## src/rtl/axi4_burst_mul_slave_pkg.sv

```systemverilog
// Shared types and helpers for the burst multiplier slave: response grading,
// FSM states and the beat-map geometry derived from SZ/DSZ.
package axi4_mul_pkg;

    typedef enum logic [1:0] {
        OKAY   = 2'd0,
        SLVERR = 2'd2,
        DECERR = 2'd3
    } resp_t;

    typedef enum logic [1:0] {W_IDLE, W_DATA, W_RESP} wstate_t;
    typedef enum logic       {R_IDLE, R_DATA}         rstate_t;

    localparam logic [1:0] BURST_INCR = 2'b01;
    localparam logic [1:0] BURST_WRAP = 2'b10;

    function automatic int ob_cnt(input int sz, input int dsz);
        return sz / dsz;
    endfunction

    function automatic int p_lo(input int sz, input int dsz);
        return 2 * ob_cnt(sz, dsz);
    endfunction

    function automatic int p_end(input int sz, input int dsz);
        return 4 * ob_cnt(sz, dsz);
    endfunction

    // Encodings are ordered by severity, so the numerically larger one wins.
    function automatic resp_t worst(input resp_t a, input resp_t b);
        return (a > b) ? a : b;
    endfunction

    function automatic logic burst_bad(input logic [1:0] burst, input logic [7:0] len);
        case (burst)
            BURST_INCR: return 1'b0;
            BURST_WRAP: return !(len inside {8'd1, 8'd3, 8'd7, 8'd15});
            default:    return 1'b1;
        endcase
    endfunction

endpackage

```

## src/rtl/axi4_burst_mul_slave_if.sv

```systemverilog
// AXI4 bus bundle for the burst multiplier slave. AXI4_WRAP_BURST_EN adds
// the awburst/arburst signals.
interface axi4_burst_mul_slave_if #(
    parameter int ASZ = 4,
    parameter int DSZ = 8
);
    logic [ASZ-1:0] awaddr;
    logic [7:0]     awlen;
    logic           awvalid, awready;
    logic [DSZ-1:0] wdata;
    logic           wlast, wvalid, wready;
    logic [1:0]     bresp;
    logic           bvalid, bready;
    logic [ASZ-1:0] araddr;
    logic [7:0]     arlen;
    logic           arvalid, arready;
    logic [DSZ-1:0] rdata;
    logic [1:0]     rresp;
    logic           rlast, rvalid, rready;
`ifdef AXI4_WRAP_BURST_EN
    logic [1:0]     awburst, arburst;
`endif

    modport slave (
`ifdef AXI4_WRAP_BURST_EN
        input  awburst, arburst,
`endif
        input  awaddr, awlen, awvalid, wdata, wlast, wvalid, bready,
        input  araddr, arlen, arvalid, rready,
        output awready, wready, bresp, bvalid, arready, rdata, rresp, rlast, rvalid
    );

    modport master (
`ifdef AXI4_WRAP_BURST_EN
        output awburst, arburst,
`endif
        output awaddr, awlen, awvalid, wdata, wlast, wvalid, bready,
        output araddr, arlen, arvalid, rready,
        input  awready, wready, bresp, bvalid, arready, rdata, rresp, rlast, rvalid
    );
endinterface

```

## src/rtl/axi4_burst_mul_slave_regs.sv

```systemverilog
// Operand/product storage and beat-address decode. P tracks the post-write
// operands, so it is consistent one cycle after any operand beat.
module axi4_mul_regs
    import axi4_mul_pkg::*;
#(
    parameter int SZ  = 32,
    parameter int DSZ = 8,
    parameter int AW  = 12
) (
    input  logic           clk,
    input  logic           rst,
    input  logic           wr_en_i,
    input  logic [AW-1:0]  wr_addr_i,
    input  logic [DSZ-1:0] wr_data_i,
    output resp_t          wr_resp_o,
    input  logic [AW-1:0]  rd_addr_i,
    output logic [DSZ-1:0] rd_data_o,
    output resp_t          rd_resp_o
);
    localparam int OB = ob_cnt(SZ, DSZ);
    localparam int IW = $clog2(2 * OB);
    localparam logic [AW-1:0] P_LO  = AW'(p_lo(SZ, DSZ));
    localparam logic [AW-1:0] P_END = AW'(p_end(SZ, DSZ));

    logic [2*OB-1:0][DSZ-1:0] ab_q, ab_d, p_q;
    logic [2*SZ-1:0]          p_d;
    logic [IW-1:0]            pidx;

    always_comb begin
        if (wr_addr_i < P_LO)       wr_resp_o = OKAY;
        else if (wr_addr_i < P_END) wr_resp_o = SLVERR;
        else                        wr_resp_o = DECERR;
    end

    always_comb begin
        ab_d = ab_q;
        if (wr_en_i && wr_resp_o == OKAY) ab_d[wr_addr_i[IW-1:0]] = wr_data_i;
    end

    assign p_d = {{SZ{1'b0}}, ab_d[OB-1:0]} * {{SZ{1'b0}}, ab_d[2*OB-1:OB]};

    // Modular subtraction on the low bits is exact inside the P window.
    assign pidx = rd_addr_i[IW-1:0] - P_LO[IW-1:0];

    always_comb begin
        rd_data_o = '0;
        rd_resp_o = DECERR;
        if (rd_addr_i < P_LO) begin
            rd_data_o = ab_q[rd_addr_i[IW-1:0]];
            rd_resp_o = OKAY;
        end else if (rd_addr_i < P_END) begin
            rd_data_o = p_q[pidx];
            rd_resp_o = OKAY;
        end
    end

    always_ff @(posedge clk) begin
        if (rst) begin
            ab_q <= '0;
            p_q  <= '0;
        end else begin
            ab_q <= ab_d;
            p_q  <= p_d;
        end
    end
endmodule

```

## src/rtl/axi4_burst_mul_slave.sv

```systemverilog
// AXI4 burst slave around a multiplier: independent write and read FSMs over
// a beat-addressed A/B/P window. AXI4_WRAP_BURST_EN enables WRAP bursts.
module axi4_burst_mul_slave
    import axi4_mul_pkg::*;
#(
    parameter int SZ  = 32,
    parameter int DSZ = 8,
    parameter int ASZ = 4
) (
    input logic                     clk,
    input logic                     rst,
    axi4_burst_mul_slave_if.slave   bus
);
    localparam int AW = 8 + ASZ;

    wstate_t        w_state_q, w_state_d;
    rstate_t        r_state_q, r_state_d;
    logic [AW-1:0]  waddr_q, waddr_d, raddr_q, raddr_d, rd_addr;
    logic [7:0]     wcnt_q, wcnt_d, wlen_q, wlen_d, rcnt_q, rcnt_d, rlen_q, rlen_d;
    logic           wwrap_q, wwrap_d, wbad_q, wbad_d, rwrap_q, rwrap_d, rbad_q, rbad_d;
    resp_t          werr_q, werr_d, rresp_q, rresp_d, wr_resp, rd_resp, wbeat;
    logic [DSZ-1:0] rdata_q, rdata_d, rd_data;
    logic           rlast_q, rlast_d, wr_en, rd_bad, rload;

    // Counters are wider than the bus address so INCR runs off the map into DECERR.
    function automatic logic [AW-1:0] adv(input logic [AW-1:0] a, input logic wrap,
                                          input logic [7:0] len);
        logic [AW-1:0] m;
        m = AW'(len);
        return wrap ? ((a & ~m) | ((a + AW'(1)) & m)) : (a + AW'(1));
    endfunction

    axi4_mul_regs #(.SZ(SZ), .DSZ(DSZ), .AW(AW)) u_regs (
        .clk       (clk),
        .rst       (rst),
        .wr_en_i   (wr_en),
        .wr_addr_i (waddr_q),
        .wr_data_i (bus.wdata),
        .wr_resp_o (wr_resp),
        .rd_addr_i (rd_addr),
        .rd_data_o (rd_data),
        .rd_resp_o (rd_resp)
    );

    always_comb begin
        w_state_d = w_state_q;
        waddr_d   = waddr_q;
        wcnt_d    = wcnt_q;
        wlen_d    = wlen_q;
        wwrap_d   = wwrap_q;
        wbad_d    = wbad_q;
        werr_d    = werr_q;
        wbeat     = wbad_q ? SLVERR : wr_resp;
        wr_en     = 1'b0;
        case (w_state_q)
            W_IDLE: if (bus.awvalid) begin
                waddr_d   = AW'(bus.awaddr);
                wcnt_d    = bus.awlen;
                wlen_d    = bus.awlen;
                werr_d    = OKAY;
`ifdef AXI4_WRAP_BURST_EN
                wwrap_d   = (bus.awburst == BURST_WRAP);
                wbad_d    = burst_bad(bus.awburst, bus.awlen);
`else
                wwrap_d   = 1'b0;
                wbad_d    = 1'b0;
`endif
                w_state_d = W_DATA;
            end
            W_DATA: if (bus.wvalid) begin
                wr_en  = (wbeat == OKAY);
                werr_d = worst(werr_q, wbeat);
                if (bus.wlast != (wcnt_q == 8'd0)) werr_d = worst(werr_d, SLVERR);
                if (wcnt_q == 8'd0) begin
                    w_state_d = W_RESP;
                end else begin
                    wcnt_d  = wcnt_q - 8'd1;
                    waddr_d = adv(waddr_q, wwrap_q, wlen_q);
                end
            end
            W_RESP: if (bus.bready) w_state_d = W_IDLE;
            default: w_state_d = W_IDLE;
        endcase
    end

    // Address of the beat to be presented next: the AR address when idle.
    always_comb begin
        if (r_state_q == R_IDLE) begin
            rd_addr = AW'(bus.araddr);
`ifdef AXI4_WRAP_BURST_EN
            rd_bad  = burst_bad(bus.arburst, bus.arlen);
`else
            rd_bad  = 1'b0;
`endif
        end else begin
            rd_addr = adv(raddr_q, rwrap_q, rlen_q);
            rd_bad  = rbad_q;
        end
    end

    always_comb begin
        r_state_d = r_state_q;
        raddr_d   = raddr_q;
        rcnt_d    = rcnt_q;
        rlen_d    = rlen_q;
        rwrap_d   = rwrap_q;
        rbad_d    = rbad_q;
        rdata_d   = rdata_q;
        rresp_d   = rresp_q;
        rlast_d   = rlast_q;
        rload     = 1'b0;
        case (r_state_q)
            R_IDLE: if (bus.arvalid) begin
                r_state_d = R_DATA;
                rcnt_d    = bus.arlen;
                rlen_d    = bus.arlen;
                rbad_d    = rd_bad;
`ifdef AXI4_WRAP_BURST_EN
                rwrap_d   = (bus.arburst == BURST_WRAP);
`else
                rwrap_d   = 1'b0;
`endif
                rload     = 1'b1;
            end
            R_DATA: if (bus.rready) begin
                if (rlast_q) begin
                    r_state_d = R_IDLE;
                    rdata_d   = '0;
                    rresp_d   = OKAY;
                    rlast_d   = 1'b0;
                end else begin
                    rcnt_d = rcnt_q - 8'd1;
                    rload  = 1'b1;
                end
            end
            default: r_state_d = R_IDLE;
        endcase
        if (rload) begin
            raddr_d = rd_addr;
            rdata_d = rd_bad ? '0 : rd_data;
            rresp_d = rd_bad ? SLVERR : rd_resp;
            rlast_d = (rcnt_d == 8'd0);
        end
    end

    always_ff @(posedge clk) begin
        if (rst) begin
            w_state_q <= W_IDLE;
            waddr_q   <= '0;
            wcnt_q    <= '0;
            wlen_q    <= '0;
            wwrap_q   <= 1'b0;
            wbad_q    <= 1'b0;
            werr_q    <= OKAY;
            r_state_q <= R_IDLE;
            raddr_q   <= '0;
            rcnt_q    <= '0;
            rlen_q    <= '0;
            rwrap_q   <= 1'b0;
            rbad_q    <= 1'b0;
            rdata_q   <= '0;
            rresp_q   <= OKAY;
            rlast_q   <= 1'b0;
        end else begin
            w_state_q <= w_state_d;
            waddr_q   <= waddr_d;
            wcnt_q    <= wcnt_d;
            wlen_q    <= wlen_d;
            wwrap_q   <= wwrap_d;
            wbad_q    <= wbad_d;
            werr_q    <= werr_d;
            r_state_q <= r_state_d;
            raddr_q   <= raddr_d;
            rcnt_q    <= rcnt_d;
            rlen_q    <= rlen_d;
            rwrap_q   <= rwrap_d;
            rbad_q    <= rbad_d;
            rdata_q   <= rdata_d;
            rresp_q   <= rresp_d;
            rlast_q   <= rlast_d;
        end
    end

    assign bus.awready = (w_state_q == W_IDLE);
    assign bus.wready  = (w_state_q == W_DATA);
    assign bus.bvalid  = (w_state_q == W_RESP);
    assign bus.bresp   = (w_state_q == W_RESP) ? werr_q : OKAY;
    assign bus.arready = (r_state_q == R_IDLE);
    assign bus.rvalid  = (r_state_q == R_DATA);
    assign bus.rdata   = rdata_q;
    assign bus.rresp   = rresp_q;
    assign bus.rlast   = rlast_q;
endmodule

```

## src/flat_wrapper.sv

```systemverilog
// flat-port wrapper written by rule: the top's interface ports become plain ports
module axi4_burst_mul_slave_flat import axi4_mul_pkg::*;
#(
    parameter int SZ  = 32,
    parameter int DSZ = 8,
    parameter int ASZ = 4
)
  (clk, rst, bus_awaddr, bus_awlen, bus_awvalid, bus_wdata, bus_wlast, bus_wvalid, bus_bready, bus_araddr, bus_arlen, bus_arvalid, bus_rready, bus_awready, bus_wready, bus_bresp, bus_bvalid, bus_arready, bus_rdata, bus_rresp, bus_rlast, bus_rvalid);
  axi4_burst_mul_slave_if #(.ASZ(ASZ), .DSZ(DSZ)) bus_i ();
  input logic clk;
  input logic rst;
  input wire logic [$bits(bus_i.awaddr)-1:0] bus_awaddr;
  input wire logic [$bits(bus_i.awlen)-1:0] bus_awlen;
  input wire logic [$bits(bus_i.awvalid)-1:0] bus_awvalid;
  input wire logic [$bits(bus_i.wdata)-1:0] bus_wdata;
  input wire logic [$bits(bus_i.wlast)-1:0] bus_wlast;
  input wire logic [$bits(bus_i.wvalid)-1:0] bus_wvalid;
  input wire logic [$bits(bus_i.bready)-1:0] bus_bready;
  input wire logic [$bits(bus_i.araddr)-1:0] bus_araddr;
  input wire logic [$bits(bus_i.arlen)-1:0] bus_arlen;
  input wire logic [$bits(bus_i.arvalid)-1:0] bus_arvalid;
  input wire logic [$bits(bus_i.rready)-1:0] bus_rready;
  output wire logic [$bits(bus_i.awready)-1:0] bus_awready;
  output wire logic [$bits(bus_i.wready)-1:0] bus_wready;
  output wire logic [$bits(bus_i.bresp)-1:0] bus_bresp;
  output wire logic [$bits(bus_i.bvalid)-1:0] bus_bvalid;
  output wire logic [$bits(bus_i.arready)-1:0] bus_arready;
  output wire logic [$bits(bus_i.rdata)-1:0] bus_rdata;
  output wire logic [$bits(bus_i.rresp)-1:0] bus_rresp;
  output wire logic [$bits(bus_i.rlast)-1:0] bus_rlast;
  output wire logic [$bits(bus_i.rvalid)-1:0] bus_rvalid;
  assign bus_i.awaddr = bus_awaddr;
  assign bus_i.awlen = bus_awlen;
  assign bus_i.awvalid = bus_awvalid;
  assign bus_i.wdata = bus_wdata;
  assign bus_i.wlast = bus_wlast;
  assign bus_i.wvalid = bus_wvalid;
  assign bus_i.bready = bus_bready;
  assign bus_i.araddr = bus_araddr;
  assign bus_i.arlen = bus_arlen;
  assign bus_i.arvalid = bus_arvalid;
  assign bus_i.rready = bus_rready;
  assign bus_awready = bus_i.awready;
  assign bus_wready = bus_i.wready;
  assign bus_bresp = bus_i.bresp;
  assign bus_bvalid = bus_i.bvalid;
  assign bus_arready = bus_i.arready;
  assign bus_rdata = bus_i.rdata;
  assign bus_rresp = bus_i.rresp;
  assign bus_rlast = bus_i.rlast;
  assign bus_rvalid = bus_i.rvalid;
  axi4_burst_mul_slave #(.SZ(SZ), .DSZ(DSZ), .ASZ(ASZ)) u_core (.clk(clk), .rst(rst), .bus(bus_i));
endmodule
```

## config.mk

```make
export PLATFORM = sky130hd
export DESIGN_NAME = axi4_burst_mul_slave_flat
export DESIGN_NICKNAME = d
export VERILOG_FILES = /design/src/rtl/axi4_burst_mul_slave_pkg.sv /design/src/rtl/axi4_burst_mul_slave_if.sv /design/src/rtl/axi4_burst_mul_slave_regs.sv /design/src/rtl/axi4_burst_mul_slave.sv /design/src/flat_wrapper.sv
export SDC_FILE = /design/constraint.sdc
export NUM_CORES = 2
export LEC_CHECK = 0
export ABC_AREA = 1
export BUFFER_PORTS_ARGS = -buffer_cell sky130_fd_sc_hd__buf_4
export CORE_MARGIN = 2
export CORE_UTILIZATION = 29
export CTS_BUF_LIST = sky130_fd_sc_hd__clkbuf_8
export DETAILED_ROUTE_END_ITERATION = 12
export GPL_TIMING_DRIVEN = 0
export PLACE_DENSITY_LB_ADDON = 0.3
export SYNTH_ARGS = -nofsm -noshare
export SYNTH_HDL_FRONTEND = slang
export SYNTH_HIERARCHICAL = 1
export SYNTH_SLANG_ARGS = --single-unit
export TNS_END_PERCENT = 50
```

## constraint.sdc

```tcl
create_clock -name clk -period 11 [get_ports clk]
set_clock_uncertainty 0.05 [all_clocks]
set_input_delay 2.2 -clock clk [delete_from_list [all_inputs] [get_ports clk]]
set_output_delay 2.2 -clock clk [all_outputs]
set_load 0.05 [all_outputs]
```

==> run metrics <==
status finished clean; area grow syn2layout 10.29%; Slew HR 0.1625; Post-synth EDFFs 0; GRT overflow 0; FF/Latch Area 0.003704 sq mm; vias in the first global route around 38,000; period utilization 0.9915; most common cell in the netlist inv_1; Die W 386.6 microns; Worst Setup Start Kind primary input; Final setup viols 0; DR vias/cell 4.978; Cell Rows 140; max-slew violations 0; # DRC 0; final WL 197,200 microns; GR Util met1 0.3477; Hold Fails Final Rpt 0; Routability Congestion roughly 1.1; setup TNS 0 ns; post-synthesis sequential area ratio 0.08723; Req. time, crit path around 11 ns; fraction of layout instances using a drive strength above 1 0.07544; mapped cell area 0.04246 sq mm; cts hold-fix bufs 0; worst setup margin 0.09390 ns; Max Cap Viol 0; Place WS -1.266 ns; Slowest-stage cell, CP clkbuf_1; post-layout min period 10.91 ns; GR peak layer met2; Post-synth top cells inv_1, nand2_1, nor2_1; root buffer cell clkbuf_8; CP arrival 11.27 ns; Initial Utilization 0.2917; clock tree buffer depth 2; Setup CP Type primary input to flop; ys async rst share 0; Nets 6,934; PwrDens 39.82 mW/mm^2; DRT antenna net count 0; H-tree depth 4; max incr delay on CP 0.78 ns; Critical Path End Type flop; worst vdd ir 0.06559 mV; met2 Usage GRT 0.4100; CTS tree done; Total GRT Usage 0.2618; Top FF cell, synth dfxtp_1; port bufs 48; syn avg cell area ~7.6 sq um; WL/cell 25.74 microns; initial antenna violation count 11; top cell type's share of synthesized area 0.4225; fmax a little over 90 MHz; DR pass1 iterations 9; Yosys cell types 45; Cell Area, Placed 0.04526 sq mm; CTS buffer count 17; CORE AREA ~0.15 sq mm; Ports 58; synthesis-stage register bit count 185; initial drt markers 3,843; Reg clk slew, reported paths 0.12 ns; largest net degree at the start of global routing 19; crit-path most repeated cell fa_1; P_leak 0.02360 uW; Die Y just under 400 microns; die area 0.1495 sq mm; met3 Use GR 0.04434; worst-path maximum fanout 10; fill cell count between 15,000 and 20,000; slew at the pin with the worst max-slew slack about 1.3 ns; Area contributors post-synth fa_1, inv_1, nand2_1; hold depth 2; final instance area about 0.047 sq mm; area of the multi-input gates 0.03285 sq mm; fin util 0.3217; worst hold path type flop to flop; clock sink count 185; Syn Nets 6,797; Yosys warning count 6; Clk Latency, worst-skew pair around 0.55 ns; post-DP HPWL between 150,000 and 200,000 microns; global-route wire length before repair 277,200 microns; Mapped Cells 5,590; FF-to-FF path depth 33; via count 38,140; Yosys top cell by area fa_1
[cells in the final DEF (no fill, tap or decap), types with 88 or more instances in the layout]
cell type  netlist  layout
o21ai_0        133     127
buf_2          115      88
dfxtp_1        185     185
nand3_1        128     128
inv_1         1323    1314
fa_1           896     896
ha_1           271     269
a21oi_1        180     180
nand2_1       1128    1125
buf_4            4     111
nor2_1         906     904
[layer usage]
metal  routed length (microns)  up-vias  share of wire
li1                          -    16500              -
met5                        39        -        0.00020
met3                     17980      390          0.091
met4                     11310        6          0.057
met2                     87790     1794           0.45
met1                     80090    19450           0.41
[power breakdown]
group	leakage, uW	switching, uW	internal (uW)
registers	0.00150	19.1	693
clock network	0.000203	310	195
logic	0.0219	496	152
total	0.0236	825	1040
[registers in the layout, indices dropped and copies added, names as in the netlist, 2 cells and up]
register	flops
u_core/wcnt_q	8
u_core/waddr_q	12
u_core/werr_q	2
u_core/bus.rresp	2
u_core/rcnt_q	8
u_core/bus.rdata	8
u_core/raddr_q	12
u_core/u_regs/p_q	64
u_core/u_regs/ab_q	64
u_core/w_state_q	2
[through the flow]
step / instances / hold slack [ns] / total power (uW)
2_1_floorplan: 5590 / 0.3749 / 1016
3_3_place_gp: 7555 / 0.3895 / 1300
3_5_place_dp: 7557 / 0.3970 / 1304
4_1_cts: 7590 / 0.4134 / 1812
5_1_grt: 7658 / 0.4340 / 1915
6_report: 7661 / 0.4088 / 1864
[area by class of cell]
cell class,instances,area share
well taps,1917,0.05122
plain buffers,220,0.02477
multi-input cells,3824,0.7014
repair buffers,122,0.02408
clock buffers,18,0.005291
clock inverters,14,0.003394
flip-flops and latches,185,0.07909
inverters,1357,0.1105
diodes,4,0.0002138
[critical path: cells and delay by family]
kind | cells | cell delay, ns
AO/OA/AOI/OAI | 1 | 0.22
adder cells (fa/ha/maj) | 9 | 4.58
buffers and inverters | 11 | 2.16
AND/OR/NAND/NOR | 14 | 2.05
[cell families after synthesis]
kind of cell / after synthesis / share of synthesized area
buf+inv: 1581 / 0.1446
xor+xnor: 11 / 0.002269
simple gates: 2219 / 0.2041
fa+ha+maj: 1167 / 0.5024
compound gates: 427 / 0.05944
flops: 185 / 0.08723
[path summary, 6_finish.rpt]
| path | from | slack (ns) | endpoint |
|---|---|---|---|
| max | bus_wvalid | 0.09 | u_core/u_regs/p_q[40]$_SDFF_PP0_ |
| min | u_core/rbad_q$_SDFFE_PP0P_ | 0.41 | u_core/rbad_q$_SDFFE_PP0P_ |
| max reg2reg | u_core/w_state_q[0]$_SDFFE_PP0P_ | 1.16 | u_core/u_regs/p_q[58]$_SDFF_PP0_ |
| min reg2reg | u_core/rbad_q$_SDFFE_PP0P_ | 0.41 | u_core/rbad_q$_SDFFE_PP0P_ |
[repair_timing]
item | in CTS | in global routing
setup buffers | 3 | 69
setup endpoints to repair | 39 | 41
pin swaps | 2 | 19
gates resized for setup | 29 | 168
(Power assumes the default switching activity.)
